$ cat src/rtl/flash_boot_if.sv
// Bus bundle between the boot copier and its SPI byte engine, SRAM write port and GO strobe.
// The master side is the copier; the slave side is the SPI engine, SRAM and CPU glue.
interface flash_boot_if;
    logic        start;
    logic        spi_load;
    logic [15:0] spi_in;
    logic        spi_busy;
    logic [7:0]  spi_rx;
    logic [15:0] sram_addr;
    logic [15:0] sram_data;
    logic        sram_we;
    logic        go_load;
    logic        busy;
    logic        done;

    modport master (
        input  start, spi_busy, spi_rx,
        output spi_load, spi_in, sram_addr, sram_data, sram_we, go_load, busy, done
    );

    modport slave (
        output start, spi_busy, spi_rx,
        input  spi_load, spi_in, sram_addr, sram_data, sram_we, go_load, busy, done
    );
endinterface

$ cat src/rtl/flash_boot_ctrl.sv
// Copies WORDS big-endian 16-bit words from SPI flash (READ 0x03) into SRAM, then strobes GO.
// Every output is a register; each SPI byte runs issue -> load -> guard -> wait-for-idle.
module flash_boot_ctrl #(
    parameter logic [23:0] FLASH_ADDR = 24'h010000,
    parameter logic [15:0] WORDS      = 16'd4096,
    parameter logic [15:0] SRAM_BASE  = 16'h0000
) (
    input  logic         clk,
    input  logic         reset,
    flash_boot_if.master bus
);
    typedef enum logic [3:0] {
        S_IDLE, S_CMD, S_A2, S_A1, S_A0, S_RD_HI, S_RD_LO, S_WR, S_DESEL, S_GO, S_DONE
    } state_t;

    typedef enum logic [1:0] {PH_ISSUE, PH_LOAD, PH_GUARD, PH_WAIT} phase_t;

    localparam logic [15:0] DESEL_CMD = 16'h0100;

    state_t      state_q, state_d;
    phase_t      phase_q, phase_d;
    logic        spi_load_q, spi_load_d;
    logic [15:0] spi_in_q, spi_in_d;
    logic [15:0] sram_addr_q, sram_addr_d;
    logic [15:0] sram_data_q, sram_data_d;
    logic        sram_we_q, sram_we_d;
    logic        go_load_q, go_load_d;
    logic        busy_q, busy_d;
    logic        done_q, done_d;
    logic [15:0] cnt_q, cnt_d;
    logic [15:0] cnt_inc;

    function automatic logic [15:0] send_word(input state_t s);
        case (s)
            S_CMD:   send_word = 16'h0003;
            S_A2:    send_word = {8'h00, FLASH_ADDR[23:16]};
            S_A1:    send_word = {8'h00, FLASH_ADDR[15:8]};
            S_A0:    send_word = {8'h00, FLASH_ADDR[7:0]};
            S_DESEL: send_word = DESEL_CMD;
            default: send_word = 16'h0000;
        endcase
    endfunction

    function automatic state_t after_send(input state_t s);
        case (s)
            S_CMD:   after_send = S_A2;
            S_A2:    after_send = S_A1;
            S_A1:    after_send = S_A0;
            S_A0:    after_send = S_RD_HI;
            S_RD_HI: after_send = S_RD_LO;
            S_RD_LO: after_send = S_WR;
            S_DESEL: after_send = S_GO;
            default: after_send = S_IDLE;
        endcase
    endfunction

    always_ff @(posedge clk or posedge reset) begin
        if (reset) begin
            state_q     <= S_IDLE;
            phase_q     <= PH_ISSUE;
            spi_load_q  <= 1'b0;
            spi_in_q    <= DESEL_CMD;
            sram_addr_q <= SRAM_BASE;
            sram_data_q <= 16'h0000;
            sram_we_q   <= 1'b0;
            go_load_q   <= 1'b0;
            busy_q      <= 1'b0;
            done_q      <= 1'b0;
            cnt_q       <= 16'h0000;
        end else begin
            state_q     <= state_d;
            phase_q     <= phase_d;
            spi_load_q  <= spi_load_d;
            spi_in_q    <= spi_in_d;
            sram_addr_q <= sram_addr_d;
            sram_data_q <= sram_data_d;
            sram_we_q   <= sram_we_d;
            go_load_q   <= go_load_d;
            busy_q      <= busy_d;
            done_q      <= done_d;
            cnt_q       <= cnt_d;
        end
    end

    always_comb begin
        state_d     = state_q;
        phase_d     = phase_q;
        spi_load_d  = 1'b0;
        spi_in_d    = spi_in_q;
        sram_addr_d = sram_addr_q;
        sram_data_d = sram_data_q;
        sram_we_d   = 1'b0;
        go_load_d   = 1'b0;
        busy_d      = busy_q;
        done_d      = done_q;
        cnt_d       = cnt_q;
        cnt_inc     = cnt_q + 16'd1;

        // Advance the address only after the write strobe has been presented with the old one.
        if (sram_we_q && state_q == S_RD_HI) begin
            sram_addr_d = sram_addr_q + 16'd1;
        end

        case (state_q)
            S_IDLE: begin
                if (bus.start) begin
                    busy_d      = 1'b1;
                    done_d      = 1'b0;
                    cnt_d       = 16'h0000;
                    sram_addr_d = SRAM_BASE;
                    phase_d     = PH_ISSUE;
                    state_d     = (WORDS == 16'd0) ? S_DESEL : S_CMD;
                end
            end
            S_WR: begin
                sram_we_d = 1'b1;
                cnt_d     = cnt_inc;
                phase_d   = PH_ISSUE;
                state_d   = (cnt_inc == WORDS) ? S_DESEL : S_RD_HI;
            end
            S_GO: begin
                go_load_d = 1'b1;
                state_d   = S_DONE;
            end
            S_DONE: begin
                busy_d  = 1'b0;
                done_d  = 1'b1;
                state_d = S_IDLE;
            end
            default: begin
                case (phase_q)
                    PH_ISSUE: begin
                        spi_load_d = 1'b1;
                        spi_in_d   = send_word(state_q);
                        phase_d    = PH_LOAD;
                    end
                    PH_LOAD:  phase_d = PH_GUARD;
                    PH_GUARD: phase_d = PH_WAIT;
                    default: begin
                        if (!bus.spi_busy) begin
                            if (state_q == S_RD_HI) sram_data_d[15:8] = bus.spi_rx;
                            if (state_q == S_RD_LO) sram_data_d[7:0]  = bus.spi_rx;
                            state_d = after_send(state_q);
                            phase_d = PH_ISSUE;
                        end
                    end
                endcase
            end
        endcase
    end

    assign bus.spi_load  = spi_load_q;
    assign bus.spi_in    = spi_in_q;
    assign bus.sram_addr = sram_addr_q;
    assign bus.sram_data = sram_data_q;
    assign bus.sram_we   = sram_we_q;
    assign bus.go_load   = go_load_q;
    assign bus.busy      = busy_q;
    assign bus.done      = done_q;
endmodule

$ cat src/flat_wrapper.sv
// flat-port wrapper written by rule: the top's interface ports become plain ports
module flash_boot_ctrl_flat 
#(
    parameter logic [23:0] FLASH_ADDR = 24'h010000,
    parameter logic [15:0] WORDS      = 16'd4096,
    parameter logic [15:0] SRAM_BASE  = 16'h0000
)
  (clk, reset, bus_start, bus_spi_busy, bus_spi_rx, bus_spi_load, bus_spi_in, bus_sram_addr, bus_sram_data, bus_sram_we, bus_go_load, bus_busy, bus_done);
  flash_boot_if bus_i ();
  input  logic clk;
  input  logic reset;
  input wire logic [$bits(bus_i.start)-1:0] bus_start;
  input wire logic [$bits(bus_i.spi_busy)-1:0] bus_spi_busy;
  input wire logic [$bits(bus_i.spi_rx)-1:0] bus_spi_rx;
  output wire logic [$bits(bus_i.spi_load)-1:0] bus_spi_load;
  output wire logic [$bits(bus_i.spi_in)-1:0] bus_spi_in;
  output wire logic [$bits(bus_i.sram_addr)-1:0] bus_sram_addr;
  output wire logic [$bits(bus_i.sram_data)-1:0] bus_sram_data;
  output wire logic [$bits(bus_i.sram_we)-1:0] bus_sram_we;
  output wire logic [$bits(bus_i.go_load)-1:0] bus_go_load;
  output wire logic [$bits(bus_i.busy)-1:0] bus_busy;
  output wire logic [$bits(bus_i.done)-1:0] bus_done;
  assign bus_i.start = bus_start;
  assign bus_i.spi_busy = bus_spi_busy;
  assign bus_i.spi_rx = bus_spi_rx;
  assign bus_spi_load = bus_i.spi_load;
  assign bus_spi_in = bus_i.spi_in;
  assign bus_sram_addr = bus_i.sram_addr;
  assign bus_sram_data = bus_i.sram_data;
  assign bus_sram_we = bus_i.sram_we;
  assign bus_go_load = bus_i.go_load;
  assign bus_busy = bus_i.busy;
  assign bus_done = bus_i.done;
  flash_boot_ctrl #(.FLASH_ADDR(FLASH_ADDR), .WORDS(WORDS), .SRAM_BASE(SRAM_BASE)) u_core (.clk(clk), .reset(reset), .bus(bus_i));
endmodule
$ cat config.mk
export PLATFORM = sky130hd
export DESIGN_NAME = flash_boot_ctrl_flat
export DESIGN_NICKNAME = d
export VERILOG_FILES = /design/src/rtl/flash_boot_if.sv /design/src/rtl/flash_boot_ctrl.sv /design/src/flat_wrapper.sv
export SDC_FILE = /design/constraint.sdc
export NUM_CORES = 1
export LEC_CHECK = 0
export BUFFER_PORTS_ARGS = -buffer_cell sky130_fd_sc_hd__buf_2
export CAP_MARGIN = 20
export CORE_AREA = 2 2 111 113
export CTS_BUF_LIST = sky130_fd_sc_hd__clkbuf_4
export CTS_CLUSTER_SIZE = 10
export DETAILED_ROUTE_END_ITERATION = 8
export DIE_AREA = 0 0 113 115
export GPL_ROUTABILITY_DRIVEN = 0
export GPL_TIMING_DRIVEN = 0
export SYNTH_ARGS = -nofsm -noshare
export SYNTH_HDL_FRONTEND = slang
export SYNTH_SLANG_ARGS = --single-unit
$ cat constraint.sdc
create_clock -name clk -period 3.5 [get_ports clk]
set_input_delay 0.35 -clock clk [delete_from_list [all_inputs] [get_ports clk]]
set_output_delay 0.35 -clock clk [all_outputs]
set_load 0.03 [all_outputs]
==> results of run 1 <==
[synthesized netlist by cell type, types with 6 or more instances]
cell type	count
sky130_fd_sc_hd__nand4_1	14
sky130_fd_sc_hd__xor2_1	9
sky130_fd_sc_hd__dfrtp_1	61
sky130_fd_sc_hd__clkbuf_1	8
sky130_fd_sc_hd__nand2_1	30
sky130_fd_sc_hd__a21oi_1	16
sky130_fd_sc_hd__xnor2_1	8
sky130_fd_sc_hd__buf_2	7
sky130_fd_sc_hd__inv_1	7
sky130_fd_sc_hd__nor2b_1	6
sky130_fd_sc_hd__nor2_1	40
sky130_fd_sc_hd__buf_4	13
sky130_fd_sc_hd__o21ai_0	32
sky130_fd_sc_hd__nand3_1	13
sky130_fd_sc_hd__a31oi_1	7
sky130_fd_sc_hd__mux2_2	17
[timing repair]
| item | CTS | global route |
|---|---|---|
| endpoints found under the hold margin | 21 | 0 |
| setup buffers | 0 | 0 |
| hold buffers | 1 | 0 |
[critical path, cell delays in order (launching register included)]
cell,delay (ns)
sky130_fd_sc_hd__dfrtp_1,0.41
sky130_fd_sc_hd__clkbuf_1,0.23
sky130_fd_sc_hd__nor2_1,0.36
sky130_fd_sc_hd__and3_1,0.21
sky130_fd_sc_hd__clkbuf_1,0.45
sky130_fd_sc_hd__nor2_1,0.24
sky130_fd_sc_hd__buf_2,0.25
sky130_fd_sc_hd__o21ai_0,0.19
sky130_fd_sc_hd__o31ai_1,0.10
[layout make-up]
class / count / area (um^2) / share of cell area
multi-input combinational: 267 / 1652 / 0.4098
sequential: 62 / 1553 / 0.3853
buffer: 32 / 192.7 / 0.04781
timing repair buffer: 53 / 285.3 / 0.07079
clock buffer: 10 / 75.07 / 0.01863
tap: 147 / 183.9 / 0.04564
clock inverter: 6 / 62.56 / 0.01552
inverter: 7 / 26.28 / 0.006520
[sequential cells by signal, indices dropped and copies added (netlist names)]
| name | flops |
|---|---|
| u_core.phase_q | 2 |
| u_core.bus.busy | 1 |
| u_core.bus.sram_data | 16 |
| u_core.bus.sram_addr | 16 |
| u_core.bus.spi_in | 3 |
| u_core.bus.spi_load | 1 |
| u_core.state_q | 4 |
| u_core.cnt_q | 16 |
| u_core.bus.done | 1 |
| u_core.bus.sram_we | 1 |
| u_core.bus.go_load | 1 |
[cells by family (layout without fill, tap and decap cells)]
group,count (synthesis),in the layout,synth area share
flops,62,62,0.4596
fa+ha+maj,5,5,0.01852
xor+xnor,17,17,0.04408
buf+inv,39,108,0.06481
simple gates,137,137,0.2100
mux,19,19,0.06259
compound gates,76,76,0.1393
other cells,1,13,0.001110
[routing by layer]
metal | vias up | GRT usage | part of all wire
li1 | 1396 | - | -
met1 | 1316 | 0.1483 | 0.46
met2 | 69 | 0.1924 | 0.48
met3 | 7 | 0.04006 | 0.058
met4 | 0 | 0.03577 | 0.0087
met5 | - | 0 | 0
[stage by stage]
step,setup slack (ns),hold WS [ns],utilization,area [um^2],cells
final,0.9443,0.1810,0.3412,4030,584
after floorplan,1.537,0.4712,-,3423,368
after CTS,0.9199,0.1490,0.3412,4030,584
after global placement,0.8092,0.4794,0.3270,3862,566
after detailed placement,0.9586,0.4062,0.3287,3882,567
after global routing,0.6070,0.1476,0.3412,4030,584
[power by group]
group / leakage [nW] / total, mW / internal [mW] / switching, mW
Clock: 0.0801 / 0.494 / 0.225 / 0.269
Combinational: 1.02 / 0.993 / 0.364 / 0.629
Sequential: 0.829 / 0.977 / 0.859 / 0.118
Total: 1.93 / 2.46 / 1.45 / 1.02
[path summary, 6_finish.rpt]
kind,cells past startpoint,end,slack [ns]
min in group asynchronous,3,u_core.bus.sram_addr[5],0.49
worst min register to register,1,u_core.bus.spi_in[1],0.51
worst max register to register,8,u_core.cnt_q[13],0.94
worst min-delay path,2,u_core.bus.sram_data[12],0.18
worst max-delay path,8,u_core.cnt_q[13],0.94
max in group asynchronous,4,u_core.bus.spi_in[8],2.35
==> load_flow_metrics.sql, run 1 <==
INSERT INTO impl_metrics (metric_group, metric, value, unit) VALUES
('status', 'run_status', 'complete, but fails checks', ''),
('status', 'failing_checks', 'design-rule violations', ''),
('route', 'number_of_remaining_drc_errors', '5', ''),
('synth', 'synthesis.area_per_instance', '9.489', 'um^2'),
('finish', 'layout.cells.most_common_list', '61 x sky130_fd_sc_hd__dfrtp_1, 58 x sky130_fd_sc_hd__buf_2, 40 x sky130_fd_sc_hd__nor2_1', ''),
('route', 'routedWlPerCell', '12.74', 'um'),
('worst_setup_path', 'startpoint', 'u_core.state_q[3]', ''),
('floorplanning', 'core_area', '11810', 'um^2'),
('synth', 'yosysTopAreaCell', 'sky130_fd_sc_hd__dfrtp_1', ''),
('placement', 'portBuffers', '51', ''),
('worst_setup_path', 'endpoint_kind', 'flop', ''),
('min_path', 'hold_start', 'bus_spi_rx[4]', ''),
('min_path', 'timing.hold.worst.class', 'primary input to flop', ''),
('route', 'vias_per_cell', '4.774', ''),
('synth', 'syn_area', '3378', 'um^2'),
('sta', 'setup-violations-final', '0', ''),
('synth', 'synth_cells', '356', ''),
('finish', 'flow.area_growth_from_synthesis', '19.30', '%'),
('route', 'drt.antenna.violating_nets', '0', ''),
('clock_network', 'cts-htree-levels', '3', ''),
('sta', 'slew_headroom', '0.6151', ''),
('global_route', 'global_route_congestion_overflow_total', '0', ''),
('global_route', 'grt_antenna_before_repair', '0', ''),
('sta', 'timing_max_transition_violations_final', '0', ''),
('synth', 'async_reset_ff_frac', '1.000', ''),
('sta', 'largest_clock_skew_in_the_final_design', '0.01916', 'ns'),
('route', 'drtIter0Drc', '156', ''),
('pwr', 'power.leakage', '1.930', 'nW'),
('route', 'drt_pre_antenna_iters', '6', ''),
('sta', 'timing.final.hold_violations', '0', ''),
('route', 'route.vias.total', '2788', ''),
('placement', 'dp_hpwl', '5371', 'um'),
('clock_network', 'tritoncts', 'done', ''),
('pwr', 'totalPowerFinal', '2.464', 'mW'),
('sta', 'min_period', '2.556', 'ns'),
('synth', 'synth-warning-count', '0', ''),
('pwr', 'power_density', '611.4', 'nW/um^2'),
('clock_network', 'cts_resized', '0', ''),
('finish', 'layout_commonest_cell', 'sky130_fd_sc_hd__dfrtp_1', ''),
('floorplanning', 'initial_utilization', '0.2860', ''),
('job', 'maxCapViolations', '0', ''),
('global_route', 'track_usage', '0.1177', ''),
('clock_network', 'cts.root.buffer_cell', 'sky130_fd_sc_hd__clkbuf_4', ''),
('synth', 'synth_edf_count', '0', ''),
('global_route', 'first_global_vias', '2566', ''),
('sta', 'fmaxAchievable', '0.3913', 'GHz'),
('finish', 'final_nets', '449', ''),
('clock_network', 'clockBufferDepth', '2', ''),
('worst_setup_path', 'criticalPathCategory', 'flop to flop', ''),
('worst_setup_path', 'worst_ep_required_time', '3.78', 'ns'),
('synth', 'synth_largest_type_area_fraction', '0.4519', ''),
('sta', 'worst_pin_slew', '0.5773', 'ns'),
('sta', 'tcrit_tclk_final', '0.7302', ''),
('clock_network', 'clock_sink_count', '62', ''),
('finish', 'number_of_fill_cells_in_the_layout', '1220', ''),
('clock_network', 'clkSlewWorstSetupHoldPaths', '0.11', 'ns'),
('floorplanning', 'die-area', '13000', 'um^2'),
('finish', 'drive_above_1_share', '0.2723', ''),
('sta', 'tns', '0', 'ns'),
('finish', 'antenna_cells_inserted', '0', ''),
('clock_network', 'tritoncts.num_buffers', '9', ''),
('synth', 'synth.top_cells.by_area', 'sky130_fd_sc_hd__dfrtp_1 45%, sky130_fd_sc_hd__mux2_2 5.7%, sky130_fd_sc_hd__o21ai_0 4.7%', ''),
('worst_setup_path', 'timing.critical_path.arrival', '2.84', 'ns'),
('synth', 'synth.lib_cells_used.distinct', '53', ''),
('floorplanning', 'placementRows', '40', ''),
('global_route', 'global_route_wire_length_before_repair', '12320', 'um'),
('floorplanning', 'boundaryPins', '65', ''),
('floorplanning', 'die_y', '115', 'um'),
('sta', 'setup_repair_after_global_routing_missed_its_margin', 'no', ''),
('synth', 'synth.yosys.seq_area_share', '0.4596', ''),
('synth', 'synth_flop_cell', 'sky130_fd_sc_hd__dfrtp_1', ''),
('worst_setup_path', 'worst_setup_path_start_kind', 'flop', ''),
('global_route', 'grt_max_degree', '42', ''),
('synth', 'synthesized_flop_and_latch_total', '62', ''),
('pwr', 'maximum_resistive_drop_on_vdd', '0.0002428', 'V'),
('worst_setup_path', 'crit_path_max_fanout', '10', ''),
('route', 'postRouteWirelength', '7439', 'um'),
('worst_setup_path', 'regToRegStartpoint', 'u_core.state_q[3]', ''),
('clock_network', 'worstSkewPairLatency', '0.41', 'ns'),
('floorplanning', 'die_width', '113', 'um');
Power figures use the tool's default switching activity.
==> run 2, diff against run 1 <==
Clock period 3.5 ns to 2.15 ns, I/O delays scaled along.
==> load_flow_metrics.sql, run 2 (synthesis results as in run 1) <==
INSERT INTO impl_metrics (metric_group, metric, value, unit) VALUES
('finish', 'multi_input_comb_area', '1730', 'um^2'),
('clock_network', 'tritoncts', 'done', ''),
('sta', 'timing.final.hold_violations', '0', ''),
('worst_setup_path', 'worst_ep_required_time', '2.42', 'ns'),
('worst_setup_path', 'worst_r2r_path_depth', '7', ''),
('route', 'route.vias.total', '2785', ''),
('sta', 'largest_clock_skew_in_the_final_design', '0.01960', 'ns'),
('pwr', 'maximum_resistive_drop_on_vdd', '0.0003941', 'V'),
('finish', 'drive_above_1_share', '0.3096', ''),
('sta', 'setup-violations-final', '0', ''),
('pwr', 'power_density', '985.7', 'nW/um^2'),
('worst_setup_path', 'endpoint_kind', 'flop', ''),
('route', 'postRouteWirelength', '7602', 'um'),
('clock_network', 'tritoncts.num_buffers', '9', ''),
('finish', 'final_core_util', '0.3484', ''),
('route', 'drt_pre_antenna_iters', '6', ''),
('global_route', 'global_route_wire_length_before_repair', '12320', 'um'),
('finish', 'flow.area_growth_from_synthesis', '21.81', '%'),
('clock_network', 'clockBufferDepth', '2', ''),
('finish', 'number_of_fill_cells_in_the_layout', '1206', ''),
('status', 'run_status', 'complete, but fails checks', ''),
('route', 'number_of_remaining_drc_errors', '5', ''),
('finish', 'final_nets', '448', ''),
('placement', 'portBuffers', '51', ''),
('worst_setup_path', 'regToRegStartpoint', 'u_core.cnt_q[0]', ''),
('worst_setup_path', 'worstReg2RegEnd', 'u_core.state_q[2]', ''),
('clock_network', 'worstSkewPairLatency', '0.42', 'ns'),
('placement', 'dp_hpwl', '5371', 'um'),
('sta', 'slew_headroom', '0.6208', ''),
('clock_network', 'cts.root.buffer_cell', 'sky130_fd_sc_hd__clkbuf_4', ''),
('route', 'routedWlPerCell', '13.04', 'um'),
('min_path', 'min_delay_path_depth', '2', ''),
('sta', 'layout_setup_ws', '0.1311', 'ns'),
('sta', 'tcrit_tclk_final', '0.9390', ''),
('clock_network', 'cts-htree-levels', '3', ''),
('min_path', 'timing.hold.worst.class', 'primary input to flop', ''),
('min_path', 'hold-path-endpoint', 'u_core.bus.sram_data[4]', ''),
('sta', 'fmaxAchievable', '0.4953', 'GHz'),
('floorplanning', 'die_y', '115', 'um'),
('pwr', 'power.leakage', '1.982', 'nW'),
('route', 'drt.antenna.violating_nets', '0', ''),
('global_route', 'grt_antenna_before_repair', '0', ''),
('global_route', 'global_route_congestion_overflow_total', '0', ''),
('floorplanning', 'initial_utilization', '0.2860', ''),
('placement', 'dpl_worst_slack', '-0.3914', 'ns'),
('worst_setup_path', 'crit_path_max_fanout', '6', ''),
('clock_network', 'clock_sink_count', '62', ''),
('worst_setup_path', 'criticalPathCategory', 'flop to flop', ''),
('sta', 'tns', '0', 'ns'),
('sta', 'worst_pin_slew', '0.5688', 'ns'),
('worst_setup_path', 'timing.critical_path.arrival', '2.29', 'ns'),
('floorplanning', 'die-area', '13000', 'um^2'),
('floorplanning', 'die_width', '113', 'um'),
('finish', 'seq_area', '1556', 'um^2'),
('finish', 'layout.cells.most_common_list', '58 x sky130_fd_sc_hd__buf_2, 58 x sky130_fd_sc_hd__dfrtp_1, 38 x sky130_fd_sc_hd__nor2_1', ''),
('worst_setup_path', 'worst_setup_path_start_kind', 'flop', ''),
('floorplanning', 'core_area', '11810', 'um^2'),
('global_route', 'first_global_vias', '2570', ''),
('global_route', 'track_usage', '0.1175', ''),
('route', 'vias_per_cell', '4.777', ''),
('floorplanning', 'placementRows', '40', ''),
('global_route', 'grt_max_degree', '42', ''),
('clock_network', 'clkSlewWorstSetupHoldPaths', '0.11', 'ns'),
('floorplanning', 'boundaryPins', '65', ''),
('min_path', 'hold_start', 'bus_spi_rx[4]', ''),
('job', 'maxCapViolations', '0', ''),
('finish', 'antenna_cells_inserted', '0', ''),
('sta', 'min_period', '2.019', 'ns'),
('sta', 'timing_max_transition_violations_final', '0', ''),
('route', 'drtIter0Drc', '148', ''),
('worst_setup_path', 'reg2reg_slack', '0.13', 'ns'),
('status', 'failing_checks', 'design-rule violations', '');
-- run 2: cell types whose count changed in the layout (fill, tap and decap cells not counted), moves of 2 or more --
cell	before	now
sky130_fd_sc_hd__clkbuf_1	8	4
sky130_fd_sc_hd__clkbuf_2	0	2
sky130_fd_sc_hd__dfrtp_1	61	58
sky130_fd_sc_hd__dfrtp_2	0	3
sky130_fd_sc_hd__nand3_1	13	10
sky130_fd_sc_hd__nand3_2	1	3
sky130_fd_sc_hd__nor2_1	40	38
sky130_fd_sc_hd__nor2_2	0	2
sky130_fd_sc_hd__nor4_4	0	2
-- run 2: worst max-delay path by stage --
stage                            from                end  slack (ns)  depth (start not counted)
floorplan             u_core.cnt_q[7]  u_core.state_q[2]        0.19                          7
global placement                reset  u_core.phase_q[0]       -0.41                          2
detailed placement  u_core.state_q[3]   u_core.cnt_q[11]       -0.39                          8
CTS                   u_core.cnt_q[7]  u_core.state_q[2]        0.04                          7
global route         u_core.cnt_q[11]  u_core.state_q[0]       -0.02                          6
finish                u_core.cnt_q[0]  u_core.state_q[2]        0.13                          7
-- run 2: area by class of cell --
cell class	count	area share
Buffer	30	0.04561
Clock buffer	10	0.01824
Sequential cell	62	0.3782
Clock inverter	6	0.01520
Inverter	7	0.006385
Multi-Input combinational cell	267	0.4205
Timing Repair Buffer	54	0.07115
Tap cell	147	0.04469
-- run 2: timing repair --
| action | in CTS | in global routing |
|---|---|---|
| setup endpoints to repair | 27 | 21 |
| gates resized for setup | 6 | 17 |
| pin swaps | 0 | 3 |
| endpoints found under the hold margin | 21 | 0 |
| hold buffers | 1 | 0 |
| buffers inserted | 0 | 1 |
-- run 2: metrics by stage --
stage                     hold slack (ns)  cells  area [um^2]  power, mW
after floorplan                    0.3656    368         3423      2.805
after global placement             0.4608    566         3862      3.182
after detailed placement           0.2712    567         3882      3.229
after CTS                         0.01401    583         4043      4.065
after global routing              0.01214    583         4115      4.342
final                             0.04204    583         4115      4.057
-- run 2: critical path: stages (launching register included) --
cell and delay [ns]:
sky130_fd_sc_hd__dfrtp_2 0.42, sky130_fd_sc_hd__ha_2 0.22, sky130_fd_sc_hd__nand2_1 0.16, sky130_fd_sc_hd__or3_1 0.34, sky130_fd_sc_hd__a21oi_1 0.13, sky130_fd_sc_hd__a31oi_1 0.08
sky130_fd_sc_hd__a2111oi_4 0.40, sky130_fd_sc_hd__a221oi_1 0.13
-- run 2: power by group --
part / switching [mW] / internal, mW / total [mW]
Combinational: 1.03 / 0.605 / 1.64
Sequential: 0.209 / 1.40 / 1.61
Clock: 0.441 / 0.366 / 0.807
-- run 2: per-layer routing --
layer	track usage	vias up	routed length [um]
met1	0.1463	1325	3400
met5	0	-	0
met3	0.04006	9	447
met4	0.03577	0	72
li1	-	1387	-
met2	0.1940	64	3681
==> run 3, diff against run 2 <==
Settings changed: PLACE_DENSITY set to 0.51.
==> load_flow_metrics.sql, run 3 (synthesis results as in run 1) <==
INSERT INTO impl_metrics (metric_group, metric, value, unit) VALUES
('sta', 'fmaxAchievable', '0.4779', 'GHz'),
('floorplanning', 'die-area', '13000', 'um^2'),
('floorplanning', 'placementRows', '40', ''),
('clock_network', 'worstSkewPairLatency', '0.42', 'ns'),
('pwr', 'power.leakage', '2.000', 'nW'),
('sta', 'tcrit_tclk_final', '0.9732', ''),
('finish', 'stdcell_area', '4140', 'um^2'),
('floorplanning', 'initial_utilization', '0.2860', ''),
('floorplanning', 'core_area', '11810', 'um^2'),
('sta', 'timing.hold.ws', '0.04548', 'ns'),
('clock_network', 'clockBufferDepth', '2', ''),
('placement', 'dpl_worst_slack', '-0.3810', 'ns'),
('worst_setup_path', 'endpoint_kind', 'flop', ''),
('route', 'm1WireLength', '3624', 'um'),
('pwr', 'net-switching-power', '1.708', 'mW'),
('worst_setup_path', 'path_cells', 'buf_6 > or4_4 > nor4b_4 > a41o_2 > nand3_2 > a2111oi_4 > a22o_1', ''),
('worst_setup_path', 'worst_r2r_path_depth', '7', ''),
('clock_network', 'clkSlewWorstSetupHoldPaths', '0.11', 'ns'),
('placement', 'portBuffers', '51', ''),
('worst_setup_path', 'timing.critical_path.arrival', '2.44', 'ns'),
('route', 'route.vias.total', '2882', ''),
('finish', 'antenna_cells_inserted', '0', ''),
('route', 'drt.antenna.violating_nets', '0', ''),
('sta', 'setup-violations-final', '0', ''),
('sta', 'setup_repair_after_global_routing_missed_its_margin', 'yes', ''),
('route', 'maxUsedRoutingLayer', 'met4', ''),
('finish', 'layout.cells.most_common_list', '58 x sky130_fd_sc_hd__buf_2, 58 x sky130_fd_sc_hd__dfrtp_1, 38 x sky130_fd_sc_hd__nor2_1', ''),
('floorplanning', 'die_y', '115', 'um'),
('worst_setup_path', 'crit_path_max_fanout', '10', ''),
('worst_setup_path', 'crit_path_max_cell_delay', '0.53', 'ns'),
('sta', 'largest_clock_skew_in_the_final_design', '0.02424', 'ns'),
('route', 'number_of_remaining_drc_errors', '7', ''),
('worst_setup_path', 'worstReg2RegEnd', 'u_core.state_q[3]', ''),
('route', 'drt_pre_antenna_iters', '7', ''),
('clock_network', 'tritoncts', 'done', ''),
('finish', 'seq_area', '1556', 'um^2'),
('global_route', 'grt_antenna_before_repair', '0', ''),
('route', 'metal2_wl', '3840', 'um'),
('clock_network', 'clock_sink_count', '62', ''),
('sta', 'worst_pin_slew', '0.5228', 'ns'),
('floorplanning', 'boundaryPins', '65', ''),
('global_route', 'grt_max_degree', '42', ''),
('worst_setup_path', 'reg2reg_slack', '0.06', 'ns'),
('placement', 'place_area', '3882', 'um^2'),
('job', 'maxCapViolations', '0', ''),
('pwr', 'clkPwrFrac', '0.193', ''),
('route', 'drtIter0Drc', '187', ''),
('finish', 'drive_above_1_share', '0.3135', ''),
('min_path', 'hold-path-endpoint', 'u_core.bus.sram_data[3]', ''),
('global_route', 'global_route_congestion_overflow_total', '0', ''),
('placement', 'dp.cells', '567', ''),
('route', 'postRouteWirelength', '7992', 'um'),
('route', 'routedWlPerCell', '13.68', 'um'),
('pwr', 'power_frac_seq', '0.395', ''),
('global_route', 'track_usage', '0.1262', ''),
('status', 'failing_checks', 'design-rule violations', ''),
('sta', 'min_period', '2.092', 'ns'),
('route', 'vias_per_cell', '4.935', ''),
('clock_network', 'tritoncts.num_buffers', '9', ''),
('min_path', 'hold_start', 'bus_spi_rx[3]', ''),
('finish', 'final_nets', '450', ''),
('min_path', 'timing.hold.worst.class', 'primary input to flop', ''),
('global_route', 'first_global_vias', '2733', ''),
('pwr', 'maximum_resistive_drop_on_vdd', '0.0003653', 'V'),
('finish', 'number_of_fill_cells_in_the_layout', '1228', ''),
('pwr', 'power_density', '988.6', 'nW/um^2'),
('finish', 'multi_input_comb_area', '1748', 'um^2'),
('worst_setup_path', 'criticalPathCategory', 'flop to flop', ''),
('floorplanning', 'die_width', '113', 'um'),
('status', 'run_status', 'complete, but fails checks', ''),
('worst_setup_path', 'worst_setup_path_start_kind', 'flop', ''),
('sta', 'tns', '0', 'ns'),
('worst_setup_path', 'cpMaxStageDelayCell', 'sky130_fd_sc_hd__or4_4', ''),
('clock_network', 'cts-htree-levels', '3', ''),
('worst_setup_path', 'worst_ep_required_time', '2.50', 'ns'),
('global_route', 'global_route_wire_length_before_repair', '13230', 'um'),
('clock_network', 'cts.root.buffer_cell', 'sky130_fd_sc_hd__clkbuf_4', ''),
('sta', 'timing.final.hold_violations', '0', ''),
('finish', 'instances_no_fill', '584', ''),
('sta', 'timing_max_transition_violations_final', '0', ''),
('pwr', 'netSwitchingFraction', '0.4172', ''),
('sta', 'slew_headroom', '0.6515', ''),
('route', 'route.met3.wl', '434', 'um'),
('pwr', 'cellInternalPower', '2.386', 'mW'),
('sta', 'layout_setup_ws', '0.05766', 'ns'),
('min_path', 'min_delay_path_depth', '2', ''),
('worst_setup_path', 'regToRegStartpoint', 'u_core.cnt_q[7]', ''),
('placement', 'dp_hpwl', '5558', 'um'),
('finish', 'flow.area_growth_from_synthesis', '22.56', '%'),
('pwr', 'combPwrFrac', '0.412', '');
## run 3: power groups by stage
stage	clock, mW	combinational (mW)	sequential (mW)
after detailed placement	0	1.63	1.62
after CTS	0.820	1.64	1.60
after floorplan	0	0.925	1.88
after global routing	0.871	1.87	1.65
after global placement	0	1.59	1.60
final	0.790	1.69	1.62
## run 3: through the flow
| stage | util | power, mW |
|---|---|---|
| after floorplan | - | 2.805 |
| after global placement | 0.3270 | 3.194 |
| after detailed placement | 0.3287 | 3.247 |
| after CTS | 0.3412 | 4.053 |
| after global routing | 0.3505 | 4.392 |
| final | 0.3505 | 4.093 |
## run 3: worst max-delay path by stage
stage	from	slack, ns	to
4_1_cts	u_core.cnt_q[7]	0.004	u_core.state_q[0]
6_report	u_core.cnt_q[7]	0.06	u_core.state_q[3]
5_1_grt	u_core.cnt_q[10]	-0.04	u_core.state_q[3]
3_5_place_dp	u_core.state_q[3]	-0.38	u_core.cnt_q[11]
3_3_place_gp	reset	-0.45	u_core.cnt_q[2]
2_1_floorplan	u_core.cnt_q[7]	0.19	u_core.state_q[2]
## run 3: layout make-up
type | instances | area share
Multi-Input combinational cell | 267 | 0.4222
Sequential cell | 62 | 0.3759
Inverter | 7 | 0.006346
Buffer | 30 | 0.04563
Timing Repair Buffer | 56 | 0.07495
Clock inverter | 5 | 0.01239
Clock buffer | 10 | 0.01813
Tap cell | 147 | 0.04442
## run 3: per-layer routing
metal,global-route usage,up-vias
met5,0,-
met2,0.2060,68
met1,0.1614,1412
met3,0.04006,7
li1,-,1395
met4,0.03740,0
## run 3: repair_timing
action,in CTS,in global routing
resized for setup,6,22
setup endpoints to repair,27,22
pin swaps,0,3
endpoints found under the hold margin,21,1
buffers inserted,0,2
hold buffers,1,1
## run 3: critical path, delay by kind of cell (launching register included)
| kind | cells | cell delay (ns) |
|---|---|---|
| AND/OR/NAND/NOR | 3 | 0.82 |
| flip-flops | 1 | 0.39 |
| AO/OA/AOI/OAI | 3 | 0.68 |
| buffers and inverters | 1 | 0.13 |
